`config.mk`:
```
export PLATFORM = sky130hd
export DESIGN_NAME = ysyx_exu_mc
export DESIGN_NICKNAME = d
export VERILOG_FILES = /design/src/rtl/ysyx_exu_mc.sv
export SDC_FILE = /design/constraint.sdc
export NUM_CORES = 1
export LEC_CHECK = 0
export CAP_MARGIN = 30
export CORE_ASPECT_RATIO = 0.7
export CORE_MARGIN = 3
export CORE_UTILIZATION = 45
export DETAILED_ROUTE_END_ITERATION = 7
export PLACE_DENSITY_LB_ADDON = 0.12
export SYNTH_ARGS = -nofsm -noshare
export SYNTH_HDL_FRONTEND = slang
export SYNTH_SLANG_ARGS = --single-unit
```
`constraint.sdc`:
```
create_clock -name clk -period 2.1 [get_ports clk]
set_clock_uncertainty 0.05 [all_clocks]
set_input_delay 0.42 -clock clk [delete_from_list [all_inputs] [get_ports clk]]
set_output_delay 0.42 -clock clk [all_outputs]
set_load 0.02 [all_outputs]
```
`src/rtl/ysyx_exu_mc.sv`:
```
// Multi-cycle execute unit: base RV integer ops in one registered cycle, M-ext mul/div iterative.
// Optional macro YSYX_EXU_MDU_EN builds the BUSY state and mul/div datapath; otherwise M ops are NOPs.
module ysyx_exu_mc #(
    parameter int XLEN  = 32,
    parameter int CNT_W = 6
) (
    input  logic            clk,
    input  logic            rst_n,
    input  logic            in_valid,
    output logic            in_ready,
    input  logic [XLEN-1:0] pc,
    input  logic [XLEN-1:0] imm,
    input  logic [6:0]      op,
    input  logic [4:0]      rd,
    input  logic [2:0]      func3,
    input  logic [6:0]      func7,
    input  logic [XLEN-1:0] rs1,
    input  logic [XLEN-1:0] rs2,
    output logic            out_valid,
    input  logic            out_ready,
    output logic            gpr_wen,
    output logic [4:0]      waddr,
    output logic [XLEN-1:0] wdata,
    output logic [XLEN-1:0] dnpc,
    input  logic            kill
);
    localparam logic [1:0] S_IDLE = 2'd0;
`ifdef YSYX_EXU_MDU_EN
    localparam logic [1:0] S_BUSY = 2'd1;
`endif
    localparam logic [1:0] S_DONE = 2'd2;

    localparam logic [6:0] OP_R     = 7'b0110011;
    localparam logic [6:0] OP_I     = 7'b0010011;
    localparam logic [6:0] OP_LUI   = 7'b0110111;
    localparam logic [6:0] OP_AUIPC = 7'b0010111;
    localparam logic [6:0] OP_JAL   = 7'b1101111;
    localparam logic [6:0] OP_JALR  = 7'b1100111;
    localparam logic [6:0] OP_S     = 7'b0100011;
    localparam logic [6:0] OP_B     = 7'b1100011;
    localparam int         SHW      = $clog2(XLEN);

    logic [1:0]      state_q, state_d;
    logic            out_valid_q, out_valid_d;
    logic            gpr_wen_q, gpr_wen_d;
    logic [4:0]      waddr_q, waddr_d;
    logic [XLEN-1:0] wdata_q, wdata_d;
    logic [XLEN-1:0] dnpc_q, dnpc_d;

    logic [XLEN-1:0] pc_plus4, jalr_t, dnpc_base, alu_a, alu_b, alu_res;
    logic [SHW-1:0]  shamt;
    logic            is_alu, is_sb, is_m, alt;

    assign in_ready  = (state_q == S_IDLE);
    assign out_valid = out_valid_q;
    assign gpr_wen   = gpr_wen_q;
    assign waddr     = waddr_q;
    assign wdata     = wdata_q;
    assign dnpc      = dnpc_q;

    assign pc_plus4 = pc + XLEN'(4);
    assign jalr_t   = rs1 + imm;
    assign is_alu   = (op == OP_R) || (op == OP_I);
    assign is_sb    = (op == OP_S) || (op == OP_B);
    assign is_m     = (op == OP_R) && (func7 == 7'b0000001);
    assign shamt    = alu_b[SHW-1:0];

    always_comb begin
        alu_a = '0;
        alu_b = '0;
        case (op)
            OP_R:              begin alu_a = rs1; alu_b = rs2; end
            OP_I:              begin alu_a = rs1; alu_b = imm; end
            OP_LUI:            alu_a = imm;
            OP_AUIPC:          begin alu_a = pc; alu_b = imm; end
            OP_JAL, OP_JALR:   alu_a = pc_plus4;
            default:           ;
        endcase
    end

    // SUB exists only for R-type; SRA/SRAI both key off func7[5]
    always_comb begin
        alt     = func7[5];
        alu_res = alu_a + alu_b;
        if (is_alu) begin
            case (func3)
                3'b000:  alu_res = (alt && op == OP_R) ? alu_a - alu_b : alu_a + alu_b;
                3'b001:  alu_res = alu_a << shamt;
                3'b010:  alu_res = {{(XLEN-1){1'b0}}, $signed(alu_a) < $signed(alu_b)};
                3'b011:  alu_res = {{(XLEN-1){1'b0}}, alu_a < alu_b};
                3'b100:  alu_res = alu_a ^ alu_b;
                3'b101:  alu_res = alt ? XLEN'($signed(alu_a) >>> shamt) : alu_a >> shamt;
                3'b110:  alu_res = alu_a | alu_b;
                default: alu_res = alu_a & alu_b;
            endcase
        end
    end

    always_comb begin
        case (op)
            OP_JAL:  dnpc_base = pc + imm;
            OP_JALR: dnpc_base = {jalr_t[XLEN-1:1], 1'b0};
            default: dnpc_base = pc_plus4;
        endcase
    end

`ifdef YSYX_EXU_MDU_EN
    logic [CNT_W-1:0]  cnt_q, cnt_d;
    logic [2*XLEN-1:0] acc_q, acc_d;
    logic [XLEN-1:0]   opb_q, opb_d, rs1_q, rs1_d, pc4_q, pc4_d;
    logic [4:0]        rd_q, rd_d;
    logic [2:0]        f3_q, f3_d;
    logic              negq_q, negq_d, negr_q, negr_d;

    logic              a_sgn, b_sgn, sa, sb, last;
    logic [XLEN-1:0]   ma, mb, quo, rem, mdu_res;
    logic [XLEN:0]     mul_sum, div_rsh, div_diff;
    logic [2*XLEN-1:0] mul_nxt, div_nxt, step, prod;

    // acc holds {hi, lo} product for mul and {remainder, dividend/quotient} for div
    always_comb begin
        a_sgn    = func3[2] ? ~func3[0] : (func3[1:0] == 2'b01 || func3[1:0] == 2'b10);
        b_sgn    = func3[2] ? ~func3[0] : (func3[1:0] == 2'b01);
        sa       = a_sgn & rs1[XLEN-1];
        sb       = b_sgn & rs2[XLEN-1];
        ma       = sa ? -rs1 : rs1;
        mb       = sb ? -rs2 : rs2;
        last     = (cnt_q == CNT_W'(XLEN-1));
        mul_sum  = {1'b0, acc_q[2*XLEN-1:XLEN]} + (acc_q[0] ? {1'b0, opb_q} : '0);
        mul_nxt  = {mul_sum, acc_q[XLEN-1:1]};
        div_rsh  = acc_q[2*XLEN-1:XLEN-1];
        div_diff = div_rsh - {1'b0, opb_q};
        div_nxt  = div_diff[XLEN] ? {div_rsh[XLEN-1:0], acc_q[XLEN-2:0], 1'b0}
                                  : {div_diff[XLEN-1:0], acc_q[XLEN-2:0], 1'b1};
        step     = f3_q[2] ? div_nxt : mul_nxt;
        prod     = negq_q ? -step : step;
        quo      = negq_q ? -step[XLEN-1:0] : step[XLEN-1:0];
        rem      = negr_q ? -step[2*XLEN-1:XLEN] : step[2*XLEN-1:XLEN];
        if (f3_q[2]) begin
            if (opb_q == '0) mdu_res = f3_q[1] ? rs1_q : '1;
            else             mdu_res = f3_q[1] ? rem : quo;
        end else begin
            mdu_res = (f3_q[1:0] == 2'b00) ? prod[XLEN-1:0] : prod[2*XLEN-1:XLEN];
        end
    end
`endif

    always_comb begin
        state_d     = state_q;
        out_valid_d = out_valid_q;
        gpr_wen_d   = gpr_wen_q;
        waddr_d     = waddr_q;
        wdata_d     = wdata_q;
        dnpc_d      = dnpc_q;
`ifdef YSYX_EXU_MDU_EN
        cnt_d  = cnt_q;
        acc_d  = acc_q;
        opb_d  = opb_q;
        rs1_d  = rs1_q;
        pc4_d  = pc4_q;
        rd_d   = rd_q;
        f3_d   = f3_q;
        negq_d = negq_q;
        negr_d = negr_q;
`endif
        if (kill) begin
            state_d     = S_IDLE;
            out_valid_d = 1'b0;
        end else begin
            case (state_q)
                S_IDLE: if (in_valid) begin
`ifdef YSYX_EXU_MDU_EN
                    if (is_m) begin
                        state_d = S_BUSY;
                        cnt_d   = '0;
                        acc_d   = {{XLEN{1'b0}}, ma};
                        opb_d   = mb;
                        rs1_d   = rs1;
                        pc4_d   = pc_plus4;
                        rd_d    = rd;
                        f3_d    = func3;
                        negq_d  = sa ^ sb;
                        negr_d  = sa;
                    end else
`endif
                    begin
                        state_d     = S_DONE;
                        out_valid_d = 1'b1;
                        gpr_wen_d   = !(is_sb || is_m);
                        waddr_d     = (is_sb || is_m) ? 5'd0 : rd;
                        wdata_d     = is_m ? '0 : alu_res;
                        dnpc_d      = dnpc_base;
                    end
                end
`ifdef YSYX_EXU_MDU_EN
                S_BUSY: begin
                    acc_d = step;
                    cnt_d = cnt_q + 1'b1;
                    if (last) begin
                        state_d     = S_DONE;
                        out_valid_d = 1'b1;
                        gpr_wen_d   = 1'b1;
                        waddr_d     = rd_q;
                        wdata_d     = mdu_res;
                        dnpc_d      = pc4_q;
                    end
                end
`endif
                S_DONE: if (out_ready) begin
                    state_d     = S_IDLE;
                    out_valid_d = 1'b0;
                end
                default: state_d = S_IDLE;
            endcase
        end
    end

    always_ff @(posedge clk or negedge rst_n) begin
        if (!rst_n) begin
            state_q     <= S_IDLE;
            out_valid_q <= 1'b0;
            gpr_wen_q   <= 1'b0;
            waddr_q     <= '0;
            wdata_q     <= '0;
            dnpc_q      <= '0;
        end else begin
            state_q     <= state_d;
            out_valid_q <= out_valid_d;
            gpr_wen_q   <= gpr_wen_d;
            waddr_q     <= waddr_d;
            wdata_q     <= wdata_d;
            dnpc_q      <= dnpc_d;
        end
    end

`ifdef YSYX_EXU_MDU_EN
    always_ff @(posedge clk or negedge rst_n) begin
        if (!rst_n) begin
            cnt_q  <= '0;
            acc_q  <= '0;
            opb_q  <= '0;
            rs1_q  <= '0;
            pc4_q  <= '0;
            rd_q   <= '0;
            f3_q   <= '0;
            negq_q <= 1'b0;
            negr_q <= 1'b0;
        end else begin
            cnt_q  <= cnt_d;
            acc_q  <= acc_d;
            opb_q  <= opb_d;
            rs1_q  <= rs1_d;
            pc4_q  <= pc4_d;
            rd_q   <= rd_d;
            f3_q   <= f3_d;
            negq_q <= negq_d;
            negr_q <= negr_d;
        end
    end
`endif
endmodule

```
==> summary.txt, run 1 <==
Place
  – I/O Buffers: between 200 and 250
  – Final GP Congestion: around 1.2
  – Post-DP HPWL: 83.6 mm
  – Placed cell area: between 20000 and 30000 µm²

Clock network
  – CTS Sinks: 71
  – CTS max path bufs: 2
  – Clk root buf: clkbuf_16
  – H-tree Lvls: 3
  – Cts bufs inserted: 9

Logic synthesis
  – Seq/Total Area, Yosys: 0.103
  – Synth Cell Area: 17300 µm²
  – Synth Flop Type: dfrtp_1
  – Distinct cell type count after synthesis: 100
  – Avg Inst Size Synth: 6.99 µm²
  – Post-synthesis sequential element count: between 70 and 80
  – Cells after synthesis: around 2500
  – Synth Warn #: 0
  – Async SR Flop Fraction: 1.00
  – Syn Nets: approximately 2800
  – Post-synth EDFFs: 0

Die
  – Die W: between 200 and 250 µm
  – Ports: between 200 and 250
  – FP Rows: slightly below 60
  – Die span in y: 170 µm
  – Starting Density: 0.461

STA
  – Worst-path endpoint after global-route repair_timing: wdata[20]$_DFFE_PN0P_/D
  – WEP type: register data pin

GRT
  – Grt ovf: 534
  – Largest net degree at the start of global routing: 67
  – Tot GR Track Use: 0.856

Status
  – Tool Error: [ERROR GRT-0232] Routing congestion too high. Check the congestion heatmap in the GUI.
  – Fail Step: 5_1_grt
  – Status: aborted with a tool error
-- cell families after synthesis --
kind of cell	count (synthesis)	synth area share
adders and majority gates	164	0.120
AOI/OAI and AO/OA	948	0.364
DFF	71	0.103
buffers and inverters	299	0.0677
and+or+nand+nor	753	0.211
muxes	108	0.0668
xor gates and xnor gates	132	0.0669
-- layer usage --
layer	global-route usage	GRT overflow
met5	0.585	8
met1	0.863	50
met4	0.832	159
met3	0.766	61
met2	0.957	256
-- stage by stage --
stage	cells	util	setup WS [ns]	TNS (ns)	hold WS [ns]
CTS	4130	0.822	-2.03	-74.15	0.395
detailed placement	3982	0.734	-3.01	-136.72	0.370
global placement	3982	0.734	-2.92	-131.39	0.354
floorplan	2475	-	-2.27	-68.48	0.0744
-- synthesized netlist by cell type, drive strengths merged (23+ instances only) --
library cell / instances / area share
nand4: 27 / 0.0098
ha: 160 / 0.12
inv: 124 / 0.027
xor2: 33 / 0.017
a21o: 59 / 0.026
nor4: 27 / 0.011
a211oi: 43 / 0.019
nor3: 63 / 0.018
o22ai: 30 / 0.011
mux2i: 94 / 0.057
a221oi: 23 / 0.012
dfrtp: 71 / 0.10
buf: 59 / 0.016
o211ai: 37 / 0.016
a31oi: 30 / 0.011
nand2: 194 / 0.042
nor2: 218 / 0.048
a21oi: 212 / 0.062
clkbuf: 115 / 0.025
o21ai: 225 / 0.066
a22oi: 56 / 0.025
xnor2: 99 / 0.050
nand3: 85 / 0.026
-- repair_timing --
item / in CTS
hold buffers: 1
setup endpoints to repair: 69
pin swaps: 259
gates resized for setup: 592
endpoints found under the hold margin: 30
setup buffers: 144
==> inputs of run 2 (changes only) <==
- CORE_ASPECT_RATIO: 0.7 -> unset
- CORE_UTILIZATION: 45 -> 30
- PLACE_DENSITY_LB_ADDON: 0.12 -> 0.15
- clock period: 2.1 -> 2.7 ns (I/O delays scaled with it)
==> run 2 against run 1 <==
Effect of this change:
- the flow now finishes, with violations (negative setup slack)
- synthesized cell count unchanged
- synthesized area stayed put
==> summary.txt, run 2 <==
Status
  – Status: complete, but fails checks
  – Failing checks: negative setup slack

Worst setup path
  – Worst Path Required: between 2 and 3 ns
  – Critical path buffer and inverter count: 9
  – Critical Path Fanout Max: 5
  – Crit. path cell count: 24
  – FF-to-FF Start: out_valid$_DFFE_PN0P_
  – Critical Path AT: 4.59 ns
  – R2r worst-path depth: 9
  – Most frequent CP cell: buf_6
  – Setup crit start: op[6]
  – Setup CP Type: in2reg
  – Critical path's top delay family: compound AO/OA/AOI/OAI gates
  – Reg2Reg Setup Slack: approximately 0.18 ns
  – Worst setup EP type: flip-flop
  – Critical path launch point type: primary input
  – Worst path slowest cell: o32ai_4
  – Max incr delay on CP: 0.33 ns
  – Crit-path cells: buf_8 > buf_6 > nand2b_4 > buf_6 > or2_4 > buf_12 > o32ai_4 > buf_6 > ha_4 > buf_6 > nand2b_1 > o211ai_1 > buf_4 > a21boi_4 > o21ai_2 > and3b_2 > buf_6 > nor3_4 > o221ai_4 > xnor2_2 > a221oi_2 > buf_4 > nand3_2 > a2bb2oi_2
  – RR Endpoint: wdata[7]$_DFFE_PN0P_

GRT
  – Vias in the first global route: around 26000
  – Grt ovf: 0
  – Initial antenna violation count: 3
  – First-pass GRT wire length: between 150 and 200 mm
  – Tot GR Track Use: 0.382
  – Largest net degree at the start of global routing: between 70 and 80

Die
  – FP Rows: 87 (+47%)
  – Die W: 246 µm (+2.4%)
  – DIE AREA: roughly 61000 µm²
  – CORE AREA: 56700 µm²
  – Die span in y: 246 µm (+45%)
  – Starting Density: 0.305 (-0.156)
  – Ports: 227 (unchanged)

Final layout
  – Fin cells: 4472
  – Layout cells sized above 1: 0.460
  – Area growth syn-to-layout: 88.4%
  – Layout Utilization: 0.574
  – Commonest non-fill, non-tap cells in the layout: buf_4 (1034), nor2_1 (198), nand2_1 (178)
  – Commonest non-fill, non-tap cell in the layout: buf_4
  – Filler instances: approximately 5300
  – Final nets: ~4000
  – Fin area: 32600 µm²

Logic synthesis
  – Cells after synthesis: 2475 (unchanged)
  – Synth Warn #: 0 (unchanged)
  – Simple-gate area share of the yosys netlist: 0.211 (unchanged)
  – Multiplexer area fraction after synthesis: 0.0668 (unchanged)
  – Post-synthesis sequential element count: 71 (unchanged)
  – Seq/Total Area, Yosys: 0.103 (unchanged)
  – Synth top area share: 0.116 (unchanged)
  – XOR/XNOR Fraction of Synth Area: 0.0669 (unchanged)
  – Synth Flop Type: dfrtp_1
  – Most numerous cell in the Yosys netlist: nor2_1
  – Largest family of logic cells by synthesized area: compound AO/OA/AOI/OAI gates
  – Synth Area in Adders: 0.120 (unchanged)
  – Post-synth EDFFs: 0 (unchanged)
  – Distinct cell type count after synthesis: 100 (unchanged)
  – Synth Cell Area: 17300 µm² (unchanged)
  – Top cells by instance count after synthesis: nor2_1 (217), a21oi_1 (211), o21ai_0 (209)
  – Leading area contributor after synthesis: ha_1
  – Async SR Flop Fraction: 1.00 (unchanged)
  – Syn Nets: 2794 (unchanged)
  – Top post-synthesis cells by area: ha_1 (12%), dfrtp_1 (10%), a21oi_1 (6.1%)
  – Avg Inst Size Synth: 6.99 µm² (unchanged)
  – Post-synthesis compound-gate area fraction: 0.364 (unchanged)

Power
  – Pwr/cell area: ~220 nW/µm²
  – Power Total: between 7 and 8 mW
  – P_leak: approximately 15 nW
  – IR Drop Worst-Case VDD: 0.357 mV

Drt
  – DRC viols: 0
  – Drt via density: roughly 5.8
  – Post-DRT Antenna Nets: 0
  – Drt wl/cell: 26.5 µm
  – Routed WL: around 120 mm
  – Drt pass-1 iters: 6
  – Starting DRC count in detailed routing: 2160
  – Detailed-route via count: 25700

Clock network
  – Insertion delay to the later sink of the worst-skew pair: 0.39 ns
  – Clk root buf: clkbuf_16
  – CTS tree: done
  – CTS Sinks: 71 (unchanged)
  – Worst-path clk slew: approximately 0.090 ns
  – CTS max path bufs: 2 (unchanged)
  – Cts bufs inserted: 9 (unchanged)
  – H-tree Lvls: 3 (unchanged)

Place
  – Placed cell area: 28300 µm² (+2.9%)
  – I/O Buffers: 226 (unchanged)
  – Final GP Congestion: 1.01 (-14%)
  – Placed insts: 4311 (+8.3%)
  – Post-DP HPWL: 96.0 mm (+15%)

STA
  – Setup violators final: 57
  – Final Critical Period: roughly 4.4 ns
  – Worst Tran Pin Value: 0.787 ns
  – Peak Freq: 230 MHz
  – Hold violation count in the final report: 0
  – Fin crit share: 1.61
  – Slew headroom: 0.473
  – RSZ-0062 raised after global routing: true
  – PnR worst setup slack: -1.66 ns
  – Max-slew violations: 0

Hold path
  – Class of the worst hold path: in2async

Flow run
  – MaxCap Viol Count: 0
[run 2: cell counts after synthesis]
Identical to the previous run, type by type.
[run 2: logic make-up after synthesis]
family / count (synthesis)
mux: 108
buf+inv: 299
flops: 71
simple gates: 753
compound gates: 948
fa+ha+maj: 164
xor+xnor: 132
[run 2: stage by stage]
| stage | hold slack (ns) | setup TNS (ns) | setup slack [ns] |
|---|---|---|---|
| finish | 0.0612 | -51.92 | -1.66 |
| global route | 0.102 | -56.73 | -1.70 |
| CTS | 0.135 | -49.88 | -1.57 |
| detailed placement | 0.416 | -113.20 | -2.67 |
| global placement | 0.409 | -112.42 | -2.67 |
| floorplan | 0.194 | -44.79 | -1.79 |
[run 2: per-layer routing]
metal | up-vias | GRT usage | share of wire
met5 | - | 0 | 0
met4 | 0 | 0.149 | 0.048
met3 | 259 | 0.0775 | 0.078
met2 | 1145 | 0.620 | 0.45
met1 | 12600 | 0.494 | 0.42
li1 | 11800 | - | -
[run 2: worst max-delay path by stage]
| stage | slack [ns] | to |
|---|---|---|
| 2_1_floorplan | -1.79 | wdata[31]$_DFFE_PN0P_ |
| 3_3_place_gp | -2.67 | wdata[26]$_DFFE_PN0P_ |
| 3_5_place_dp | -2.67 | wdata[28]$_DFFE_PN0P_ |
| 4_1_cts | -1.57 | wdata[31]$_DFFE_PN0P_ |
| 5_1_grt | -1.70 | wdata[25]$_DFFE_PN0P_ |
| 6_report | -1.66 | wdata[25]$_DFFE_PN0P_ |
[run 2: final cells by class]
| class | count | area [µm²] | area share |
|---|---|---|---|
| Multi-Input combinational cell | 2105 | 17300 | 0.531 |
| Timing Repair Buffer | 1398 | 11800 | 0.361 |
| Sequential cell | 71 | 1780 | 0.0545 |
| Tap cell | 756 | 946 | 0.0290 |
| Inverter | 125 | 494 | 0.0152 |
| Clock buffer | 10 | 239 | 0.00734 |
| Clock inverter | 5 | 57.6 | 0.00177 |
| Antenna cell | 2 | 5.00 | 0.000154 |
[run 2: where the power goes]
group	total [mW]	leakage, nW	switching, mW	internal, mW
sequential	1.27	0.912	0.0862	1.18
combinational	4.37	13.9	2.24	2.13
clock	1.41	0.149	0.666	0.741
total	7.04	14.9	2.99	4.05
[run 2: worst register-to-register path: stages, from the launching register on]
cell,delay [ns]
dfrtp_1,0.40
nor2_1,0.14
and2_1,0.18
buf_4,0.35
nand3_1,0.48
nor2_1,0.31
o2111ai_1,0.15
o21ai_1,0.23
a31oi_1,0.08
o211ai_2,0.08
[run 2: what timing repair did]
| action | 4_1_cts | 5_1_grt |
|---|---|---|
| setup endpoints to repair | 66 | 58 |
| hold endpoints to repair | 0 | 0 |
| pin swaps | 260 | 208 |
| buffers inserted | 114 | 62 |
| hold buffers | 0 | 0 |
| gates resized for setup | 585 | 216 |
No activity file was read; power rests on OpenSTA's default activity.
==> inputs of run 3 (changes only) <==
- SLEW_MARGIN: unset -> 20
==> results of run 3 <==
No change in the layout: final DEF, timing and power equal those of run 2.
